<file path="config.mk">
export PLATFORM = sky130hd
export DESIGN_NAME = ctrl_seq_flat
export DESIGN_NICKNAME = d
export VERILOG_FILES = /design/src/rtl/ctrl_seq_if.sv /design/src/rtl/ctrl_seq.sv /design/src/flat_wrapper.sv
export SDC_FILE = /design/constraint.sdc
export NUM_CORES = 1
export LEC_CHECK = 0
export ABC_AREA = 1
export BUFFER_PORTS_ARGS = -buffer_cell sky130_fd_sc_hd__buf_4
export CORE_UTILIZATION = 41
export CTS_CLUSTER_DIAMETER = 60
export CTS_CLUSTER_SIZE = 8
export DETAILED_ROUTE_END_ITERATION = 8
export GPL_TIMING_DRIVEN = 0
export PLACE_DENSITY_LB_ADDON = 0.08
export SYNTH_ARGS = -nofsm -noshare
export SYNTH_HDL_FRONTEND = slang
export SYNTH_SLANG_ARGS = --single-unit
</file>
<file path="constraint.sdc">
create_clock -name clk -period 1.2 [get_ports clk]
set_clock_uncertainty 0.2 [all_clocks]
set_input_delay 0.18 -clock clk [delete_from_list [all_inputs] [get_ports clk]]
set_output_delay 0.18 -clock clk [all_outputs]
set_load 0.02 [all_outputs]
</file>
<file path="src/rtl/ctrl_seq_if.sv">
// rtl/ctrl_seq_if.sv - strobe and status bundle between ctrl_seq and the datapath
//
// Purpose : groups every ctrl_seq signal except clock and reset.
// Signals : run, mem_data, zero_flag, carry_flag      datapath -> sequencer
//           pc_inc, load_pc, pc_oen, mar_load,        sequencer -> datapath
//           mem_oen, acc_load, alu_op[1:0], acc_oen,
//           out_load, ir[7:0], halted
// Modports: master = sequencer side, slave = datapath side.

interface ctrl_seq_if;
   logic       run;
   logic [7:0] mem_data;
   logic       zero_flag;
   logic       carry_flag;
   logic       pc_inc;
   logic       load_pc;
   logic       pc_oen;
   logic       mar_load;
   logic       mem_oen;
   logic       acc_load;
   logic [1:0] alu_op;
   logic       acc_oen;
   logic       out_load;
   logic [7:0] ir;
   logic       halted;

   modport master (
      input  run, mem_data, zero_flag, carry_flag,
      output pc_inc, load_pc, pc_oen, mar_load, mem_oen, acc_load,
             alu_op, acc_oen, out_load, ir, halted
   );

   modport slave (
      output run, mem_data, zero_flag, carry_flag,
      input  pc_inc, load_pc, pc_oen, mar_load, mem_oen, acc_load,
             alu_op, acc_oen, out_load, ir, halted
   );
endinterface

</file>
<file path="src/rtl/ctrl_seq.sv">
// rtl/ctrl_seq.sv - microcoded fetch/decode/execute sequencer
//
// Purpose : multi-cycle Moore FSM that produces program counter, bus,
//           memory, accumulator and output-register strobes for the
//           8-bit-address processor; holds the instruction register.
// Ports   : clk      - system clock, rising edge
//           clr      - asynchronous active-low reset
//           seq_bus  - ctrl_seq_if.master (inputs run/mem_data/flags,
//                      outputs all strobes, alu_op, ir, halted)

module ctrl_seq (
   input  logic       clk,
   input  logic       clr,
   ctrl_seq_if.master seq_bus
);

   localparam logic [3:0] IDLE = 4'd0;
   localparam logic [3:0] F0   = 4'd1;
   localparam logic [3:0] F1   = 4'd2;
   localparam logic [3:0] DEC  = 4'd3;
   localparam logic [3:0] A0   = 4'd4;
   localparam logic [3:0] A1   = 4'd5;
   localparam logic [3:0] M0   = 4'd6;
   localparam logic [3:0] XO   = 4'd7;
   localparam logic [3:0] HALT = 4'd8;

   localparam logic [3:0] OP_LDA = 4'h1;
   localparam logic [3:0] OP_ADD = 4'h2;
   localparam logic [3:0] OP_SUB = 4'h3;
   localparam logic [3:0] OP_OUT = 4'h4;
   localparam logic [3:0] OP_JMP = 4'h5;
   localparam logic [3:0] OP_JZ  = 4'h6;
   localparam logic [3:0] OP_JC  = 4'h7;
   localparam logic [3:0] OP_HLT = 4'hF;

   logic [3:0] r_state;
   logic [3:0] w_next;
   logic [7:0] r_ir;
   logic [3:0] w_op;
   logic       w_mem_op;
   logic       w_two_byte;
   logic       w_taken;
   logic [3:0] w_boundary;

   assign w_op       = r_ir[7:4];
   assign w_mem_op   = (w_op == OP_LDA) || (w_op == OP_ADD) || (w_op == OP_SUB);
   assign w_two_byte = w_mem_op || (w_op == OP_JMP) || (w_op == OP_JZ) || (w_op == OP_JC);
   // Flags are only meaningful in A1, where this term is consumed.
   assign w_taken    = (w_op == OP_JMP)
                    || ((w_op == OP_JZ) && seq_bus.zero_flag)
                    || ((w_op == OP_JC) && seq_bus.carry_flag);
   // run is only looked at when an instruction finishes.
   assign w_boundary = seq_bus.run ? F0 : IDLE;

   always_comb begin
      w_next = r_state;
      case (r_state)
         IDLE: w_next = seq_bus.run ? F0 : IDLE;
         F0:   w_next = F1;
         F1:   w_next = DEC;
         DEC: begin
            if (w_op == OP_HLT)      w_next = HALT;
            else if (w_op == OP_OUT) w_next = XO;
            else if (w_two_byte)     w_next = A0;
            else                     w_next = w_boundary;
         end
         A0:   w_next = A1;
         A1:   w_next = w_mem_op ? M0 : w_boundary;
         M0:   w_next = w_boundary;
         XO:   w_next = w_boundary;
         HALT: w_next = HALT;
         default: w_next = IDLE;
      endcase
   end

   always_ff @(posedge clk or negedge clr) begin
      if (!clr) begin
         r_state <= IDLE;
         r_ir    <= 8'h00;
      end else begin
         r_state <= w_next;
         if (r_state == F1) r_ir <= seq_bus.mem_data;
      end
   end

   always_comb begin
      seq_bus.pc_inc   = 1'b0;
      seq_bus.load_pc  = 1'b0;
      seq_bus.pc_oen   = 1'b0;
      seq_bus.mar_load = 1'b0;
      seq_bus.mem_oen  = 1'b0;
      seq_bus.acc_load = 1'b0;
      seq_bus.alu_op   = 2'b00;
      seq_bus.acc_oen  = 1'b0;
      seq_bus.out_load = 1'b0;
      seq_bus.halted   = 1'b0;
      case (r_state)
         F0, A0: begin
            seq_bus.pc_oen   = 1'b1;
            seq_bus.mar_load = 1'b1;
         end
         F1: begin
            seq_bus.mem_oen = 1'b1;
            seq_bus.pc_inc  = 1'b1;
         end
         A1: begin
            // Address byte is on the bus: it goes to the MAR for memory
            // operands, or to the PC for a taken jump.
            seq_bus.mem_oen = 1'b1;
            if (w_mem_op) begin
               seq_bus.mar_load = 1'b1;
               seq_bus.pc_inc   = 1'b1;
            end else if (w_taken) begin
               seq_bus.load_pc  = 1'b1;
            end else begin
               seq_bus.pc_inc   = 1'b1;
            end
         end
         M0: begin
            seq_bus.mem_oen  = 1'b1;
            seq_bus.acc_load = 1'b1;
            case (w_op)
               OP_ADD:  seq_bus.alu_op = 2'b01;
               OP_SUB:  seq_bus.alu_op = 2'b10;
               default: seq_bus.alu_op = 2'b00;
            endcase
         end
         XO: begin
            seq_bus.acc_oen  = 1'b1;
            seq_bus.out_load = 1'b1;
         end
         HALT: seq_bus.halted = 1'b1;
         default: ;
      endcase
   end

   assign seq_bus.ir = r_ir;

endmodule

</file>
<file path="src/flat_wrapper.sv">
// flat-port wrapper written by rule: the top's interface ports become plain ports
module ctrl_seq_flat 
  (clk, clr, seq_bus_run, seq_bus_mem_data, seq_bus_zero_flag, seq_bus_carry_flag, seq_bus_pc_inc, seq_bus_load_pc, seq_bus_pc_oen, seq_bus_mar_load, seq_bus_mem_oen, seq_bus_acc_load, seq_bus_alu_op, seq_bus_acc_oen, seq_bus_out_load, seq_bus_ir, seq_bus_halted);
  ctrl_seq_if seq_bus_i ();
  input  logic clk;
  input  logic clr;
  input wire logic [$bits(seq_bus_i.run)-1:0] seq_bus_run;
  input wire logic [$bits(seq_bus_i.mem_data)-1:0] seq_bus_mem_data;
  input wire logic [$bits(seq_bus_i.zero_flag)-1:0] seq_bus_zero_flag;
  input wire logic [$bits(seq_bus_i.carry_flag)-1:0] seq_bus_carry_flag;
  output wire logic [$bits(seq_bus_i.pc_inc)-1:0] seq_bus_pc_inc;
  output wire logic [$bits(seq_bus_i.load_pc)-1:0] seq_bus_load_pc;
  output wire logic [$bits(seq_bus_i.pc_oen)-1:0] seq_bus_pc_oen;
  output wire logic [$bits(seq_bus_i.mar_load)-1:0] seq_bus_mar_load;
  output wire logic [$bits(seq_bus_i.mem_oen)-1:0] seq_bus_mem_oen;
  output wire logic [$bits(seq_bus_i.acc_load)-1:0] seq_bus_acc_load;
  output wire logic [$bits(seq_bus_i.alu_op)-1:0] seq_bus_alu_op;
  output wire logic [$bits(seq_bus_i.acc_oen)-1:0] seq_bus_acc_oen;
  output wire logic [$bits(seq_bus_i.out_load)-1:0] seq_bus_out_load;
  output wire logic [$bits(seq_bus_i.ir)-1:0] seq_bus_ir;
  output wire logic [$bits(seq_bus_i.halted)-1:0] seq_bus_halted;
  assign seq_bus_i.run = seq_bus_run;
  assign seq_bus_i.mem_data = seq_bus_mem_data;
  assign seq_bus_i.zero_flag = seq_bus_zero_flag;
  assign seq_bus_i.carry_flag = seq_bus_carry_flag;
  assign seq_bus_pc_inc = seq_bus_i.pc_inc;
  assign seq_bus_load_pc = seq_bus_i.load_pc;
  assign seq_bus_pc_oen = seq_bus_i.pc_oen;
  assign seq_bus_mar_load = seq_bus_i.mar_load;
  assign seq_bus_mem_oen = seq_bus_i.mem_oen;
  assign seq_bus_acc_load = seq_bus_i.acc_load;
  assign seq_bus_alu_op = seq_bus_i.alu_op;
  assign seq_bus_acc_oen = seq_bus_i.acc_oen;
  assign seq_bus_out_load = seq_bus_i.out_load;
  assign seq_bus_ir = seq_bus_i.ir;
  assign seq_bus_halted = seq_bus_i.halted;
  ctrl_seq u_core (.clk(clk), .clr(clr), .seq_bus(seq_bus_i));
endmodule
</file>
==> flow_metrics.py, run 1 <==
metrics = {
    "logic_synthesis": {
        "synthArstFlopShare_pct": 100.0,
        "synth_seq_cells": 12,
        "synth_most_common_cell": "nand2_1",
        "yosysWarnings": 0,
        "synth_fp_nets": 119,
        "synth_area_um2": 734.5,
        "synthTopCellsByCount": "42 x nand2_1, 14 x nor2_1, 12 x dfrtp_1",
        "yosysSeqAreaShare_pct": 40.89,
        "ys_top_cells_by_area": "dfrtp_1 41%, nand2_1 21%, nor2_1 7.2%, nand3_1 6.8%, inv_1 4.6%",
        "avgSynthCellArea_um2": 6.929,
        "synth_edf_count": 0,
        "synth_cells": 106,
        "synth_top_area_cell": "dfrtp_1",
        "synth_ff_type": "dfrtp_1",
        "yosysTopAreaCellShare_pct": 40.89,
        "synth_cell_type_count": 18,
    },
    "clock_tree": {
        "ctsRootBufferMaster": "clkbuf_4",
        "h-tree-depth": 1,
        "ctsResizeCount": 52,
        "cts_setup_buffers": 25,
        "cts.sinks": 12,
        "cts-buffers-inserted": 3,
        "cts_hold_buf": 10,
        "clockBufferDepth": 2,
    },
    "placement": {
        "place_area_um2": 1062,
        "hpwl_um": 1390,
        "numPortBuffers": 31,
        "gp_congestion": 0.8244,
    },
    "floorplanning": {
        "die_h_um": 44.33,
        "ios": 32,
        "rows": 14,
        "start_util_pct": 46.08,
        "die_w_um": 44.33,
    },
    "run_status": {
        "haltStage": "4_1_cts",
        "outcome": "stopped before the end",
        "first-error": "[ERROR DPL-0033] detailed placement checks failed during check placement.",
    },
}
[through the flow]
stage | hold slack (ns) | util (%) | std cells | worst slack [ns]
after floorplan | -0.3156 | - | 106 | -0.3681
after global placement | -0.1721 | 66.64 | 161 | -0.4300
after detailed placement | -0.1700 | 66.64 | 161 | -0.4673
[logic make-up after synthesis]
kind of cell    Yosys count  share of synthesized area (%)
compound gates            7                          5.452
buf+inv                  13                          8.177
flops                    12                          40.89
simple gates             74                          45.49
==> run 2, diff against run 1 <==
Settings changed: CORE_AREA set to 2 2 63 65, CORE_UTILIZATION 41 to not set, CTS_CLUSTER_DIAMETER 60 to not set, CTS_CLUSTER_SIZE 8 to not set, DIE_AREA set to 0 0 65 67, PLACE_DENSITY_LB_ADDON 0.08 to 0.15.
Clock period 1.2 ns to 1.6 ns, I/O delays scaled along.
==> run 2 against run 1 <==
Effect of this change: the flow now finishes, with violations (setup timing); synthesized area did not move; synthesized cell count did not move.
==> flow_metrics.py, run 2 <==
metrics = {
    "run_status": {
        "violations": "setup timing",
        "outcome": "complete, but fails checks",
    },
    "global_routing": {
        "grt_max_degree": 15,
        "track_usage_pct": 11.44,
        "grt_overflow": 0,
        "grt_pass1_wl_um": 3808,
        "grt_pass1_vias": 843,
        "antenna_found_initial": 0,
    },
    "timing": {
        "slew_headroom_pct": 85.65,
        "max_freq_mhz": 550.3,
        "report.final.slew_viol_count": 0,
        "rsz0062_at_grt": "yes",
        "setup_violations": 11,
        "final-hold-violation-count": 0,
        "finalWorstPathRequiredPeriod_ns": 1.817,
        "tns_ns": -1.591,
        "whs_ns": 0.01199,
        "timing.final.ws_setup_ns": -0.2172,
        "worst_pin_slew_ns": 0.2134,
        "post-route-period-util_pct": 113.6,
    },
    "clock_tree": {
        "cts-buffers-inserted": 3,
        "cts.sinks": 12,
        "h-tree-depth": 1,
        "cts_tree": "done",
        "path_clk_slew_ns": 0.06,
        "clockBufferDepth": 2,
        "worst_skew_pair.late_latency_ns": 0.24,
        "ctsRootBufferMaster": "clkbuf_8",
    },
    "critical_path": {
        "critical_path_required_ns": 1.16,
        "worstPathArrival_ns": 1.38,
        "path_class": "reg2out",
        "startpoint_type": "flip-flop",
        "crit_path_max_fanout": 3,
        "endpoint_kind": "output port",
    },
    "logic_synthesis": {
        "yosysWarnings": 0,
        "synth_cells": 106,
        "synth_top_area_cell": "dfrtp_1",
        "synth_cell_type_count": 18,
        "synth_compound_area_share_pct": 5.451,
        "synth_fp_nets": 119,
        "synthTopCellsByCount": "42 x nand2_1, 14 x nor2_1, 12 x dfrtp_1",
        "synth_xor_xnor_area_share_pct": 0,
        "synth_edf_count": 0,
        "synth_area_um2": 734.5,
        "yosysTopAreaCellShare_pct": 40.89,
        "synth_most_common_cell": "nand2_1",
        "synthMuxAreaShare_pct": 0,
        "synth_simple_gate_area_share_pct": 45.49,
        "avgSynthCellArea_um2": 6.929,
        "yosysSeqAreaShare_pct": 40.89,
        "synth_adder_area_share_pct": 0,
        "synth_ff_type": "dfrtp_1",
        "synth_top_family_by_area": "simple AND/OR/NAND/NOR gates",
        "synth_seq_cells": 12,
        "ys_top_cells_by_area": "dfrtp_1 41%, nand2_1 21%, nor2_1 7.2%, nand3_1 6.8%, inv_1 4.6%",
        "synthArstFlopShare_pct": 100.0,
    },
    "layout": {
        "largest_reg_flops": 8,
        "final_cell_mix": "45 x buf_4, 38 x nand2_1, 12 x buf_6",
        "areaGrowthSynthToFinish_pct": 98.30,
        "fill_cells": 376,
        "layout_commonest_cell": "buf_4",
        "layout-drive-gt1-share_pct": 56.89,
        "n_antenna_cell": 0,
        "fin_area_um2": 1456,
        "nets": 181,
    },
    "routing": {
        "via_per_inst": 4.130,
        "avgRoutedWirePerCell_um": 11.29,
        "wl_met1_um": 993,
        "routed_wl_um": 2428,
        "post-route-drc-count": 0,
        "vias": 888,
        "dr.pass1.iters": 4,
        "wl_met3_um": 183,
        "drt-initial-drc-count": 17,
        "route.met2.wl_um": 1212,
        "ant_nets": 0,
        "top_layer_used": "met4",
    },
    "run": {
        "cap_violations": 0,
    },
    "floorplanning": {
        "core_um2": 3606,
        "die_h_um": 67,
        "dieArea_um2": 4355,
        "rows": 22,
        "die_w_um": 65,
        "ios": 32,
        "start_util_pct": 20.37,
    },
    "power": {
        "power.density_nw_per_um2": 2051,
        "p_leak_uw": 0.0007519,
        "peakVddDrop_mv": 0.6958,
    },
    "placement": {
        "gp_congestion": 0.8176,
        "numPortBuffers": 31,
        "place_area_um2": 1045,
        "hpwl_um": 1642,
    },
    "worst_hold_path": {
        "hold_class": "in2reg",
    },
}
[run 2: where the power goes]
group	total, µW	leakage, µW	internal, µW	switching [µW]
Clock	340	0.0000288	218	122
Sequential	622	0.000140	458	165
Combinational	2020	0.000583	936	1090
Total	2990	0.000752	1610	1380
[run 2: area by class of cell]
type,instances,area (µm²),share of cell area [%]
Timing Repair Buffer,58,495.5,34.02
Buffer,1,7.507,0.5155
Inverter,11,43.79,3.007
Sequential cell,12,306.5,21.05
Clock buffer,4,55.05,3.780
Tap cell,48,60.06,4.124
Multi-Input combinational cell,81,488.0,33.51
[run 2: cells by family (layout without fill, tap and decap cells)]
family / after synthesis / in the layout
compound gates: 7 / 7
buf+inv: 13 / 74
flops: 12 / 12
simple gates: 74 / 74
[run 2: worst max-delay path, cell delays in order (launching register included)]
cell     delay (ns)
dfrtp_1        0.39
buf_4          0.15
nor2_4         0.13
nand2_1        0.13
o21a_1         0.14
nand2_1        0.07
buf_6          0.12
[run 2: through the flow]
step | instances | worst slack [ns] | total power (µW) | util, %
3_5_place_dp | 185 | -0.1635 | 1952 | 28.97
2_1_floorplan | 106 | -0.04053 | 1459 | -
3_3_place_gp | 185 | -0.1417 | 1944 | 28.97
6_report | 215 | -0.2172 | 2987 | 40.39
5_1_grt | 215 | -0.2864 | 3208 | 40.39
4_1_cts | 209 | -0.1824 | 2807 | 37.89
[run 2: timing repair]
item	in CTS	in global routing
pin swaps	5	2
gates resized for setup	33	12
gates cloned	0	0
endpoints found under the setup margin	11	11
setup buffers	20	7
endpoints found under the hold margin	12	0
hold buffers	1	0
[run 2: per-layer routing]
layer,vias up,track usage [%]
met5,-,0
met4,0,2.394
met3,5,4.054
met2,38,19.72
met1,391,13.67
li1,454,-
[run 2: path summary, 6_finish.rpt]
kind                                   endpoint  slack [ns]                 start  cells past startpoint
max                            seq_bus_mar_load       -0.22     u_core.r_state[1]                      6
min reg2reg                u_core.seq_bus.ir[2]        0.28  u_core.seq_bus.ir[2]                      2
min in group asynchronous     u_core.r_state[3]        0.18                   clr                      2
max reg2reg                   u_core.r_state[0]        0.17     u_core.r_state[2]                      8
max in group asynchronous  u_core.seq_bus.ir[6]        0.84                   clr                      2
min                           u_core.r_state[0]        0.01           seq_bus_run                      3
(Power assumes the default switching activity.)
==> run 3, diff against run 2 <==
Settings changed: RECOVER_POWER set to 100.
==> run 3 against run 2 <==
Effect of this change: the flow still finishes with violations (setup timing); critical path type unchanged; first-iteration DRC count did not move; largest cell class is now multi-input gates; design area is 1.3% lower; register-to-register slack is essentially flat.
==> flow_metrics.py, run 3 (synthesis results as in run 2) <==
metrics = {
    "global_routing": {
        "met2_usage_pct": 19.72,
        "antenna_found_initial": 0,
        "grt_pass1_wl_um": 3808,
        "grt_overflow": 0,
        "grt_use_met3_pct": 4.054,
        "grt_pass1_vias": 843,
        "busiest_layer": "met2",
        "track_usage_pct": 11.44,
        "grt_util_met1_pct": 13.67,
        "grt_max_degree": 15,
    },
    "power": {
        "p_leak_uw": 0.0007331,
        "power.density_nw_per_um2": 2047,
        "p_comb_share_pct": 67.4,
        "peakVddDrop_mv": 0.6477,
        "p_int_uw": 1570,
        "switchingPower_uw": 1373,
        "clockPowerShare_pct": 11.5,
        "p_sw_share_pct": 46.65,
        "seqPwrFrac_pct": 21.1,
    },
    "placement": {
        "numPortBuffers": 31,
        "hpwl_um": 1642,
        "dp_cells": 185,
        "gp_congestion": 0.8176,
    },
    "run_status": {
        "outcome": "complete, but fails checks",
        "violations": "setup timing",
    },
    "clock_tree": {
        "clockBufferDepth": 2,
        "worst_skew_pair.late_latency_ns": 0.24,
        "path_clk_slew_ns": 0.06,
        "h-tree-depth": 1,
        "cts-buffers-inserted": 3,
        "cts.sinks": 12,
        "cts_tree": "done",
        "ctsRootBufferMaster": "clkbuf_8",
    },
    "floorplanning": {
        "dieArea_um2": 4355,
        "ios": 32,
        "start_util_pct": 20.37,
        "die_w_um": 65,
        "rows": 22,
        "core_um2": 3606,
        "die_h_um": 67,
    },
    "timing": {
        "rsz0062_at_grt": "yes",
        "slew_headroom_pct": 52.40,
        "finalWorstPathRequiredPeriod_ns": 1.817,
        "worst_pin_slew_ns": 0.7141,
        "timing.final.ws_setup_ns": -0.2172,
        "tns_ns": -1.591,
        "post-route-period-util_pct": 113.6,
        "report.final.slew_viol_count": 0,
        "max_freq_mhz": 550.3,
        "final-hold-violation-count": 0,
        "setup_violations": 11,
    },
    "routing": {
        "via_per_inst": 4.130,
        "routed_wl_um": 2417,
        "ant_nets": 0,
        "dr.pass1.iters": 4,
        "vias": 888,
        "avgRoutedWirePerCell_um": 11.24,
        "post-route-drc-count": 0,
        "drt-initial-drc-count": 17,
    },
    "layout": {
        "final_cell_mix": "40 x buf_4, 38 x nand2_1, 12 x buf_6",
        "fin_cells": 215,
        "areaGrowthSynthToFinish_pct": 95.74,
        "layout_commonest_cell": "buf_4",
        "layout-drive-gt1-share_pct": 53.89,
        "n_antenna_cell": 0,
        "nets": 181,
        "largest_reg_flops": 8,
    },
    "critical_path": {
        "startpoint_type": "flip-flop",
        "endpoint_kind": "output port",
        "critical_path_required_ns": 1.16,
        "path_class": "reg2out",
        "crit_path_max_fanout": 3,
        "worstPathArrival_ns": 1.38,
    },
    "worst_hold_path": {
        "hold_class": "in2reg",
    },
    "run": {
        "cap_violations": 0,
    },
}
[run 3: worst paths after layout]
check / startpoint / endpoint / slack (ns) / cells after the start
min reg2reg: u_core.seq_bus.ir[1] / u_core.seq_bus.ir[1] / 0.28 / 2
max in group asynchronous: clr / u_core.seq_bus.ir[6] / 0.34 / 2
max reg2reg: u_core.r_state[2] / u_core.r_state[0] / 0.17 / 8
max: u_core.r_state[1] / seq_bus_mar_load / -0.22 / 6
min: seq_bus_run / u_core.r_state[0] / 0.01 / 3
min in group asynchronous: clr / u_core.r_state[3] / 0.37 / 2
[run 3: through the flow]
step / instance area [µm²] / hold WS (ns) / utilization, % / worst slack (ns) / power (µW)
5_1_grt: 1438 / 0.01492 / 39.87 / -0.2864 / 3161
3_3_place_gp: 1045 / -0.1005 / 28.97 / -0.1417 / 1944
4_1_cts: 1366 / 0.007563 / 37.89 / -0.1824 / 2807
3_5_place_dp: 1045 / -0.1015 / 28.97 / -0.1635 / 1952
6_report: 1438 / 0.01199 / 39.87 / -0.2172 / 2942
2_1_floorplan: 752.0 / -0.2556 / - / -0.04053 / 1459
[run 3: metal layers]
layer	share of wire (%)	wire, µm
met5	0	0
met4	1.6	38
met3	7.7	185
met2	50	1211
met1	41	982
[run 3: power by group through the flow]
stage	clock (µW)	sequential (µW)	combinational, µW
floorplan	0	704	755
global placement	0	607	1340
detailed placement	0	610	1340
CTS	353	616	1840
global route	372	646	2140
finish	340	620	1980
[run 3: repair_timing]
item	CTS	global route
setup buffers	20	7
endpoints found under the hold margin	12	0
gates resized for setup	33	12
hold buffers	1	0
pin swaps	5	2
endpoints found under the setup margin	11	11
[run 3: cell type report]
| type | instances | area, µm² |
|---|---|---|
| sequential | 12 | 306.5 |
| fill | 384 | 2168 |
| inverter | 11 | 43.79 |
| multi-input combinational | 81 | 488.0 |
| clock buffer | 4 | 55.05 |
| timing repair buffer | 58 | 476.7 |
| buffer | 1 | 7.507 |
| tap | 48 | 60.06 |
[run 3: worst max-delay path: stages (launching register included)]
cell and delay (ns):
dfrtp_1 0.39, buf_4 0.15, nor2_4 0.13, nand2_1 0.13, o21a_1 0.14, nand2_1 0.07
buf_6 0.12
